`src/rtl/pair_burst_packer.sv`:
```
// Pair FIFO that captures even/odd sample pairs and replays them as fixed-length
// bursts of packed {lane1, lane0} words under a valid/ready handshake.
module pair_burst_packer #(
  parameter int WIDTH     = 16,
  parameter int DEPTH     = 16,
  parameter int BURST_LEN = 4
) (
  input  logic                       clk,
  input  logic                       rst,
  input  logic [WIDTH-1:0]           din0,
  input  logic [WIDTH-1:0]           din1,
  input  logic                       din_valid,
  output logic [2*WIDTH-1:0]         out_data,
  output logic                       out_valid,
  input  logic                       out_ready,
  output logic                       out_sop,
  output logic                       out_eop,
  output logic [$clog2(DEPTH):0]     fill,
  output logic                       overflow,
  output logic [15:0]                burst_cnt
);

  localparam int PW = $clog2(DEPTH);
  localparam int FW = PW + 1;
  localparam int BW = (BURST_LEN > 1) ? $clog2(BURST_LEN) : 1;

  localparam logic [FW-1:0] DEPTH_F   = FW'(DEPTH);
  localparam logic [FW-1:0] BURST_F   = FW'(BURST_LEN);
  localparam logic [BW-1:0] LAST_BEAT = BW'(BURST_LEN - 1);

  typedef enum logic [0:0] {
    IDLE  = 1'b0,
    BURST = 1'b1
  } state_t;

  logic [2*WIDTH-1:0] mem_q [DEPTH];

  logic [PW-1:0] wr_ptr_q, wr_ptr_d;
  logic [PW-1:0] rd_ptr_q, rd_ptr_d;
  logic [FW-1:0] fill_q, fill_d;
  state_t        state_q, state_d;
  logic [BW-1:0] beat_q, beat_d;
  logic          overflow_q, overflow_d;
  logic [15:0]   burst_cnt_q, burst_cnt_d;

  logic write;
  logic pop;

  assign out_valid = (state_q == BURST);
  assign out_sop   = out_valid && (beat_q == '0);
  assign out_eop   = out_valid && (beat_q == LAST_BEAT);
  assign out_data  = mem_q[rd_ptr_q];
  assign fill      = fill_q;
  assign overflow  = overflow_q;
  assign burst_cnt = burst_cnt_q;

  always_comb begin
    write       = din_valid && (fill_q != DEPTH_F);
    pop         = out_valid && out_ready;
    wr_ptr_d    = write ? wr_ptr_q + PW'(1) : wr_ptr_q;
    rd_ptr_d    = pop ? rd_ptr_q + PW'(1) : rd_ptr_q;
    fill_d      = fill_q + FW'(write) - FW'(pop);
    // A full FIFO drops the incoming pair even if a pop frees a slot this cycle.
    overflow_d  = overflow_q | (din_valid && (fill_q == DEPTH_F));
    state_d     = state_q;
    beat_d      = beat_q;
    burst_cnt_d = burst_cnt_q;

    case (state_q)
      IDLE: begin
        if (fill_q >= BURST_F) begin
          state_d = BURST;
          beat_d  = '0;
        end
      end
      BURST: begin
        if (pop) begin
          if (beat_q == LAST_BEAT) begin
            burst_cnt_d = burst_cnt_q + 16'd1;
            beat_d      = '0;
            state_d     = (fill_d >= BURST_F) ? BURST : IDLE;
          end else begin
            beat_d = beat_q + BW'(1);
          end
        end
      end
      default: state_d = IDLE;
    endcase
  end

  always_ff @(posedge clk) begin
    if (rst) begin
      wr_ptr_q    <= '0;
      rd_ptr_q    <= '0;
      fill_q      <= '0;
      state_q     <= IDLE;
      beat_q      <= '0;
      overflow_q  <= 1'b0;
      burst_cnt_q <= '0;
    end else begin
      wr_ptr_q    <= wr_ptr_d;
      rd_ptr_q    <= rd_ptr_d;
      fill_q      <= fill_d;
      state_q     <= state_d;
      beat_q      <= beat_d;
      overflow_q  <= overflow_d;
      burst_cnt_q <= burst_cnt_d;
    end
  end

  // Storage carries no reset; stale entries are unreachable once the pointers clear.
  always_ff @(posedge clk) begin
    if (write) begin
      mem_q[wr_ptr_q] <= {din1, din0};
    end
  end

endmodule

```
`config.mk`:
```
export PLATFORM = sky130hd
export DESIGN_NAME = pair_burst_packer
export DESIGN_NICKNAME = d
export VERILOG_FILES = /design/src/rtl/pair_burst_packer.sv
export SDC_FILE = /design/constraint.sdc
export NUM_CORES = 1
export LEC_CHECK = 0
export BUFFER_PORTS_ARGS = -buffer_cell sky130_fd_sc_hd__buf_2
export CAP_MARGIN = 20
export CORE_ASPECT_RATIO = 1.1
export CORE_UTILIZATION = 65
export DETAILED_ROUTE_END_ITERATION = 16
export PLACE_DENSITY = 0.81
export SYNTH_ARGS = -nofsm -noshare
export SYNTH_HDL_FRONTEND = slang
export SYNTH_SLANG_ARGS = --single-unit
```
`constraint.sdc`:
```
create_clock -name clk -period 11.8 [get_ports clk]
set_input_delay 0.59 -clock clk [delete_from_list [all_inputs] [get_ports clk]]
set_output_delay 0.59 -clock clk [all_outputs]
set_load 0.01 [all_outputs]
```
# After elaboration in Yosys (flattened, before gate mapping)
# Memory sizes are Yosys's and may differ from the RTL's. A register that Yosys moved wholly into a read port is not among the register bits.
# Cells that the tools add are included.
# totals
n_memories,1
ff_bits,33
elab_cells,44
ram_bits,512
# classes
n_bitwise,2
add_sub_neg,6
n_lt_le_gt_ge,2
muxes,13
n_eq_ne,5
reduce_logical,8
# mem_list
memory,words,width,read_ports,rd_clocked_by_memory_dff,write_ports,line,source
mem_q,16,32,1,1,1,36,logic [2*WIDTH-1:0] mem_q [DEPTH];
# op_table
op,count
"16-bit by 1-bit adder with 16-bit output, second input constant",1
"5-bit by 3-bit >= comparator with 1-bit output, second input constant",2
"4-bit by 1-bit adder with 4-bit output, second input constant",2
4-bit two-way mux,2
1-bit two-way mux,6
2-bit two-way mux,3
5-bit by 1-bit adder with 5-bit output,1
"5-bit equality test, second input constant",1
1-bit logical AND,5
"5-bit inequality test, second input constant",1
5-bit by 1-bit subtractor with 5-bit output,1
2-bit case mux with 2 select lines,1
3-bit AND reduction,1
"2-bit by 1-bit adder with 2-bit output, second input constant",1
"2-bit equality test, second input constant",1
2-bit logical NOT,1
"2-bit by 1-bit inequality test with 1-bit output, second input constant",1
"2-bit inequality test, second input constant",1
1-bit case mux with 2 select lines,1
2-bit AND reduction,1
1-bit NOT,1
1-bit bitwise OR,1

# Depth between registers and ports, before layout
# Gate-level depths: netlist (run 1).
# logic_depth
depth_word,9
depth_mapped,14
mapped_depth_nobuf,13

# Least setup slack after synthesis (run 1)
# Ideal clock, no wire load.
# synth_timing
path_type,reg-to-reg
from,register fill_q[2] (netlist: fill[2])
to,memory mem_q[0][0] (netlist name) (enable)
path_slack_ps,7875
n_path_buf,1
path_stages_with_launch,8
setup_time_ps,461
synth_period_minus_slack_ps,3925
arrival_time_ps,3464
t_required_ps,11339
cell_sequence,dfxtp_1 -> inv_1 -> ha_1 -> nand4bb_1 -> and2_1 -> clkbuf_1 -> nand2_1 -> nor3_1
# synth_between
elab_chain_cells,4
# synth_rtl
element,line,source
from (decl),40,"logic [FW-1:0] fill_q, fill_d;"
from (signal assigned),103,fill_q <= fill_d;
5-bit inequality test,58,write = din_valid && (fill_q != DEPTH_F);
1-bit logical AND,58,
1-bit two-way mux,113,if (write) begin
1-bit two-way mux (not written as such),114,"mem_q[wr_ptr_q] <= {din1, din0};"
to (decl),36,
# Every way passes these cells.

==> results, run 1 <==
- The pin count of the biggest net entering global routing is approximately 110.
- The max-slew violation count is 0.
- The source of the worst hold timing path is din_valid.
- The synthesized netlist devotes less than 1% of its cell area to adder and majority cells.
- Setup repair after global routing left no endpoint under its margin.
- Registers take approximately 0.016 mm2.
- When the netlist entered floorplanning its net count stood at approximately 1,100.
- At the worst endpoint, the required time is between 10 and 15 ns.
- For this design, the slowest cell found on the critical path is dfxtp_4.
- The shortest period the worst path allows is around 4 ns.
- Once the floorplan was initialized, standard cells occupied roughly two thirds of the core.
- The cell chosen for the clock root is clkbuf_16.
- IR analysis of the VDD net gives a maximum drop of around 0.12 mV.
- Max-cap violations in this run came to 0.
- The final critical path takes up approximately a third of the cycle.
- The clock passes through at most 3 buffers.
- The kind of start point of the critical path is a flip-flop.
- The number of hold buffers added after CTS was 0.
- The arrival time at the worst endpoint is roughly 3.5 ns.
- Multiplexer cells account for between 10 and 15% of the synthesized area.
- The kind of critical path is flip-flop to primary output.
- The wire length of the first global-routing pass is roughly 67 mm.
- Buffers placed on the I/O ports in this run total 92.
- The count of synthesis-stage warnings from yosys is 0.
- The most common cell after layout, fill and taps aside is edfxtp_1.
- Setup violations remaining at the end of the flow were counted as 0.
- The via count of the first global-routing pass is 10,841.
- The hold violation count in the final report is 0.
- For flop-to-flop paths, the worst setup slack is 8.86 ns.
- The flow ran to the end, and the final reports show no timing, DRC or antenna violations.
- After legalization and detailed placement, the total HPWL measured around 23 mm.
- The die is roughly 170 um wide.
- From bottom edge to top edge, the die measures 190 um.
- The family with the most delay on the worst path is buffers and inverters.
- The main combinational cell family by area after synthesis is multiplexers.
- For this run, the top clock speed supported by timing is about 250 MHz.
- The sink count of the clock tree is around 550.
- The initial antenna violation count is 2.
- The startpoint of the worst register-to-register path is fill[2].
- After clock tree synthesis, the repair step resized 0 gates.
- The CTS tree is yes.
- STA classifies the critical path endpoint as a primary output.
- Dividing total power by cell area gives a power density of between 150 and 200 mW/mm2.
- The layout has 1,710 filler cells.
- Detailed routing inserted a total of 10,324 vias.
- The detailed router finished its first iteration with 1,178 violations.
- The region available for standard cell placement spans roughly 0.031 mm2.
- The final worst hold slack is 0.334 ns.
- In the synthesized netlist the async set-or-reset flop fraction comes to 0%.
- The actual slew at the worst max-slew pin is between 1 and 1.5 ns.
- The number of iterations in the first detailed-routing pass is 7.
- The signal on the critical path passes through buf_4 > mux4_2 > a22oi_1 > nand2_1 > buf_2.
- The global placer's final weighted congestion is about 0.73.
- Counting every instance in the synthesized netlist gives around 1,000.
- The library cells used most frequently in the layout, excluding fill and tap cells, are 512 x edfxtp_1, 128 x mux4_2, 92 x buf_2.
- The floorplan row count is 68.
- The worst-case clock skew is 0.0136 ns.
- The end of the worst hold path is overflow.
- The remaining global-route overflow is 0.
- Cells with a size suffix above 1 make up 29.5% of the layout.
- The number of buffers created by CTS is 50.
- The H-tree was split into 2 levels.
- The design draws approximately 4.3 mW.
- The remaining design rule violation count is 0.
- After Yosys synthesis, and, or, nand and nor cells account for ~3.1% of the synthesized area.
- Summing the areas of all compound-gate instances in the mapped netlist gives 2.93% of the synthesized area.
- Clock-pin slew was measured on the worst setup and hold paths at around 0.06 ns.
- The area used by multi-input combinational logic is 0.00466 mm2.
- For the final routed database, the setup TNS stands at 0 ns.
- Along the worst hold path, the cell count comes to 3.
- In this run the worst path has a maximum fanout of just under 70.
- The area enclosed by the die boundary is 0.0329 mm2.
- The number of vias per cell after detailed routing is around 6.5.
- For this run, the leading register cell type out of synthesis is edfxtp_1.
- The sequential area share after synthesis is between 70% and 80%.
- The worst pin sits at a relative slew slack of ~25%.
- In this run, synthesis produced a sequential element count of roughly 550.
- The type of the worst min-delay path is input port to flip-flop.
- In this run the static leakage power is approximately 7.5 nW.
- After clock tree synthesis, the setup repair step added 0 buffers.
- Compared with the post-synthesis result, the final layout area differs by 12.5%.
- The delay of the slowest cell on the worst path is 0.99 ns.
- After Yosys synthesis, XOR and XNOR cells account for less than 1% of the synthesized area.
- Summed over all layers, the routed wires come to between 40 and 50 mm.
- After detailed routing, the average wire length per cell comes to approximately 28 um.
- The I/O pin count is 93.
- The number of distinct library cell variants in the gate-level netlist after synthesis is 39.
- The overall routing resource usage is between 20% and 30%.
- The endpoint identified for the worst register-to-register timing path is out_valid.
- The count of buffering cells on the critical path with inverters included is 2.
- The summed instance area of the synthesized netlist is approximately 0.021 mm2.
- The clock network latency to the later pin of the worst-skew pair is approximately 0.55 ns.
- The number of routed nets with antenna violations is 0.
- The number of nets in the layout is between 1,000 and 1,500.
- Yosys mapped a number of flops with a built-in enable equal to 512.
- The logic depth of the worst register-to-register path is 13.
- The post-synthesis average cell area is 20.9 um2.
-- worst min-delay path: stages --
cell and delay [ns]:
buf_2 0.12, a21oi_1 0.07, nor2_1 0.08
-- state kept, by name (all words and copies together), names as in the netlist, named ones only --
name,flops
beat_q,2
fill,5
burst_cnt,16
rd_ptr_q,4
out_valid,1
mem_q,512
overflow,1
wr_ptr_q,4
-- power by group --
part           leakage (nW)  switching (mW)  total [mW]  internal, mW
clock                 0.725           0.665        1.49         0.828
combinational          1.90           0.275       0.516         0.241
sequential             4.92          0.0444        2.24          2.20
total                  7.55           0.984        4.25          3.27
-- worst max path at each step --
stage / from / to / slack [ns] / cells after the start
final: flip-flop / out_data[28] / 7.72 / 5
after floorplan: fill[2] / mem_q[0][0] / 7.87 / 7
after global placement: flip-flop / out_data[4] / 8.37 / 5
after global routing: flip-flop / out_data[28] / 7.60 / 5
after detailed placement: flip-flop / out_data[28] / 8.35 / 5
after CTS: flip-flop / out_data[28] / 7.73 / 5
-- cell families after synthesis --
family                     count (synthesis)
buffers and inverters                     64
xor gates and xnor gates                  18
muxes                                    129
AOI/OAI and AO/OA                         88
DFF                                      549
adders and majority gates                 16
and+or+nand+nor                          135
-- per-stage QoR --
step	instances	setup slack, ns	instance area, um2	utilization, %
finish	1577	7.72	23500	74.7
global route	1576	7.60	23500	74.7
CTS	1575	7.73	23500	74.7
detailed placement	1484	8.35	22000	69.9
global placement	1484	8.37	22000	69.9
floorplan	999	7.87	20900	-
-- layout make-up --
cell class	count	area share, %
diodes	2	0.0213
clock buffers	68	5.78
clock inverters	23	0.585
inverters	12	0.192
multi-input cells	386	19.8
flip-flops and latches	549	68.6
well taps	420	2.23
repair buffers	117	2.81
-- synthesized netlist by cell type (2+ instances only) --
cell type | instances | area [um2]
o21ai_0 | 8 | 40.0
nand2_1 | 48 | 180
buf_2 | 13 | 65.1
dfxtp_1 | 37 | 741
nor2_1 | 36 | 135
or3_1 | 5 | 31.3
nand3_1 | 9 | 45.0
nand2b_1 | 2 | 12.5
mux4_2 | 128 | 2880
a22oi_1 | 65 | 488
xnor2_1 | 7 | 61.3
nor3_1 | 6 | 30.0
edfxtp_1 | 512 | 15400
and3_1 | 3 | 18.8
ha_1 | 15 | 188
xor2_1 | 11 | 96.3
nand4_1 | 4 | 25.0
a21oi_1 | 12 | 60.1
nor2b_1 | 5 | 31.3
buf_1 | 2 | 7.51
inv_1 | 12 | 45.0
and2_1 | 5 | 31.3
clkbuf_1 | 36 | 135
nor4b_1 | 3 | 26.3
-- routing by layer --
layer	wire length (um)	track usage, %	up-vias
li1	-	-	4351
met1	17000	38.1	5322
met2	22900	48.1	565
met3	3830	5.18	86
met4	1110	8.78	0
met5	0	0	-
(Power assumes the default switching activity.)
==> run 2: changes to the inputs <==
CORE_UTILIZATION = 61   (was 65)
PLACE_DENSITY = 0.76   (was 0.81)
clock period = 3.9 ns   (was 11.8 ns; I/O delays follow)
==> results, run 2 (synthesis gave the netlist of run 1 again) <==
- The final cell utilization of the core is between 70 and 80%.
- Setup repair after global routing left no endpoint under its margin.
- The number of gates resized after CTS was 0.
- The I/O pin count is 93.
- After clock tree synthesis, the clock-pin slew on the worst setup and hold paths is roughly 0.060 ns.
- The endpoint type of the worst setup path is a flip-flop.
- The max-slew violation count is 0.
- The hold violation count in the final report came to 0.
- The startpoint of the worst register-to-register path is fill[2].
- The remaining global-route overflow is 0.
- The post-route fraction of the period consumed by the critical path is approximately 76%.
- Leaving out fill and tap cells, the most frequent cells in the layout are 512 x edfxtp_1, 128 x mux4_2, 92 x buf_2.
- The final cell count without fillers is ~1,600.
- The worst path needs approximately 3.0 ns of the cycle, external delays included.
- Setup total negative slack on the finished layout was measured at 0 ns.
- The worst register-to-register path has a setup slack of about 0.94 ns.
- After clock tree synthesis, the setup repair step added 0 buffers.
- The total power after layout is roughly 13 mW.
- In this run the core area contains 70 standard-cell rows.
- The floorplan step defined a core boundary enclosing approximately 0.033 mm2.
- The via count of the first global-routing pass is between 10,000 and 15,000.
- The number of I/O port buffers is ~90.
- Measured in cells, the most critical reg-to-reg path has a length of 13.
- TritonCTS built the clock tree.
- The repair_antennas step left the layout with diodes totalling 0.
- The power per unit of standard cell area is between 500 and 600 mW/mm2.
- The end of the worst hold path is mem_q[10][26].
- The source of the worst hold timing path is din1[10].
- Of all nets on the critical path, the largest fanout is 6.
- IR analysis of the VDD net gives a maximum drop of 0.386 mV.
- The worst-case clock skew is 0.0153 ns.
- The sink count of the clock tree is ~550.
- The total length of routed wires is 43.0 mm.
- The count of fill cells added during filler insertion is approximately 2,000.
- Across the run, the number of max-cap violations was 0.
- The number of buffers created by CTS is 50.
- The maximum frequency from static timing analysis is around 340 MHz.
- The area used by multi-input combinational logic is around 0.0047 mm2.
- The H-tree generated during clock tree synthesis spans 2 levels.
- The number of iterations in the first detailed-routing pass is 7.
- The area added between synthesis and finish is 13.7%.
- The pin count of the biggest net entering global routing is 65.
- The final route contains 10,209 vias.
- The initial core utilization is 62.5%.
- The later pin in the worst-skew pair is clocked with a latency of between 0.5 and 0.6 ns.
- Measured along the y axis, the die boundary spans 196 um.
- Counting along the longest clock path gives a buffer depth of 3.
- The estimated wirelength of the detail-placed design is roughly 24 mm.
- The arrival time at the worst endpoint is roughly 3.4 ns.
- The overall die width is between 150 and 200 um.
- The number of cells traversed by the worst hold path is 1.
- The detail route stage leaves a number of antenna-violating nets equal to 0.
- The cell chosen for the clock root is clkbuf_16.
- The overall routing resource usage is between 20% and 30%.
- Leaving out fill and tap cells, the most frequent cell in the layout is edfxtp_1.
- The worst setup path is launched from a flip-flop.
- The actual slew at the worst max-slew pin is about 1.1 ns.
- The number of setup violations in the final report is 0.
- The type of the worst min-delay path is input port to flip-flop.
- In this run, the number of DRC markers left after iteration 0 of detailed routing was just under 900.
- mem_q holds more flip-flops than any other register.
- The number of placed instances, taps included is between 1,500 and 2,000.
- The worst slew margin relative to its limit is 26.3%.
- The number of hold buffers added after CTS was 6.
- The register with the most flip-flops in the layout has just over 500 of them.
- The global placer's final weighted congestion is between 0.7 and 0.8.
- The die covers 0.0350 mm2.
- For this run, design rule violations remaining after detail routing come to 0.
- The initial antenna violation count is 1.
- The run finished with clean final reports.
- Of the cells placed in the final design, the portion with a size suffix greater than 1 is 30.3%.
- In the final routed layout, each cell accounts on average for 26.9 um.
- The wire length of the first global-routing pass is approximately 65 mm.
- The cell leakage power is around 7.7 nW.
- For the worst setup path, the data required time is 4.36 ns.
- The number of nets in the layout is roughly 1,200.
- The sequential cells in the finished layout cover a total of ~0.016 mm2.
- The number of vias per cell after detailed routing is about 6.4.
- The reg-to-reg critical path endpoint is out_valid.
- The kind of critical path is flip-flop to flip-flop.
==> run 2: worst max path at each step <==
stage,from,endpoint
floorplan,fill[2],mem_q[3][0]
global placement,fill[2],out_valid
detailed placement,fill[2],out_valid
CTS,flip-flop,out_data[23]
global route,fill[2],out_valid
finish,fill[2],out_valid
==> run 2: critical path: stages, from the launching register on <==
cell,delay (ns)
dfxtp_1,0.38
inv_1,0.09
ha_1,0.20
nand4bb_1,0.18
and2_1,0.29
inv_1,0.10
ha_1,0.28
inv_1,0.04
ha_1,0.20
fa_1,0.44
a21oi_1,0.15
o21bai_1,0.09
xor2_1,0.16
a311oi_1,0.26
==> run 2: per-stage QoR <==
stage | worst slack (ns) | hold slack, ns | cell area (um2)
6_report | 0.944 | 0.0261 | 23800
5_1_grt | 0.720 | 0.0130 | 23800
3_5_place_dp | 0.973 | 0.470 | 22100
2_1_floorplan | 0.234 | 0.294 | 20900
3_3_place_gp | 1.09 | 0.455 | 22100
4_1_cts | 0.910 | 0.00312 | 23800
==> run 2: layer usage <==
layer,vias up,wire [um],GRT usage [%],part of all wire (%)
li1,4382,-,-,-
met3,75,2700,4.15,6.3
met5,-,13,0,0.030
met4,2,1180,8.44,2.7
met1,5347,16500,34.1,38
met2,403,22600,43.5,53
==> run 2: report_power, final <==
group          switching, mW  internal, mW  total (mW)
clock                   2.05          2.65        4.70
combinational          0.875         0.750        1.63
sequential            0.0963          6.65        6.74
==> run 2: cell type report <==
type / instances / area share [%]
Sequential cell: 549 / 67.9
Multi-Input combinational cell: 386 / 19.7
Clock buffer: 57 / 5.47
Timing Repair Buffer: 131 / 3.39
Tap cell: 432 / 2.27
Clock inverter: 35 / 1.13
Inverter: 12 / 0.190
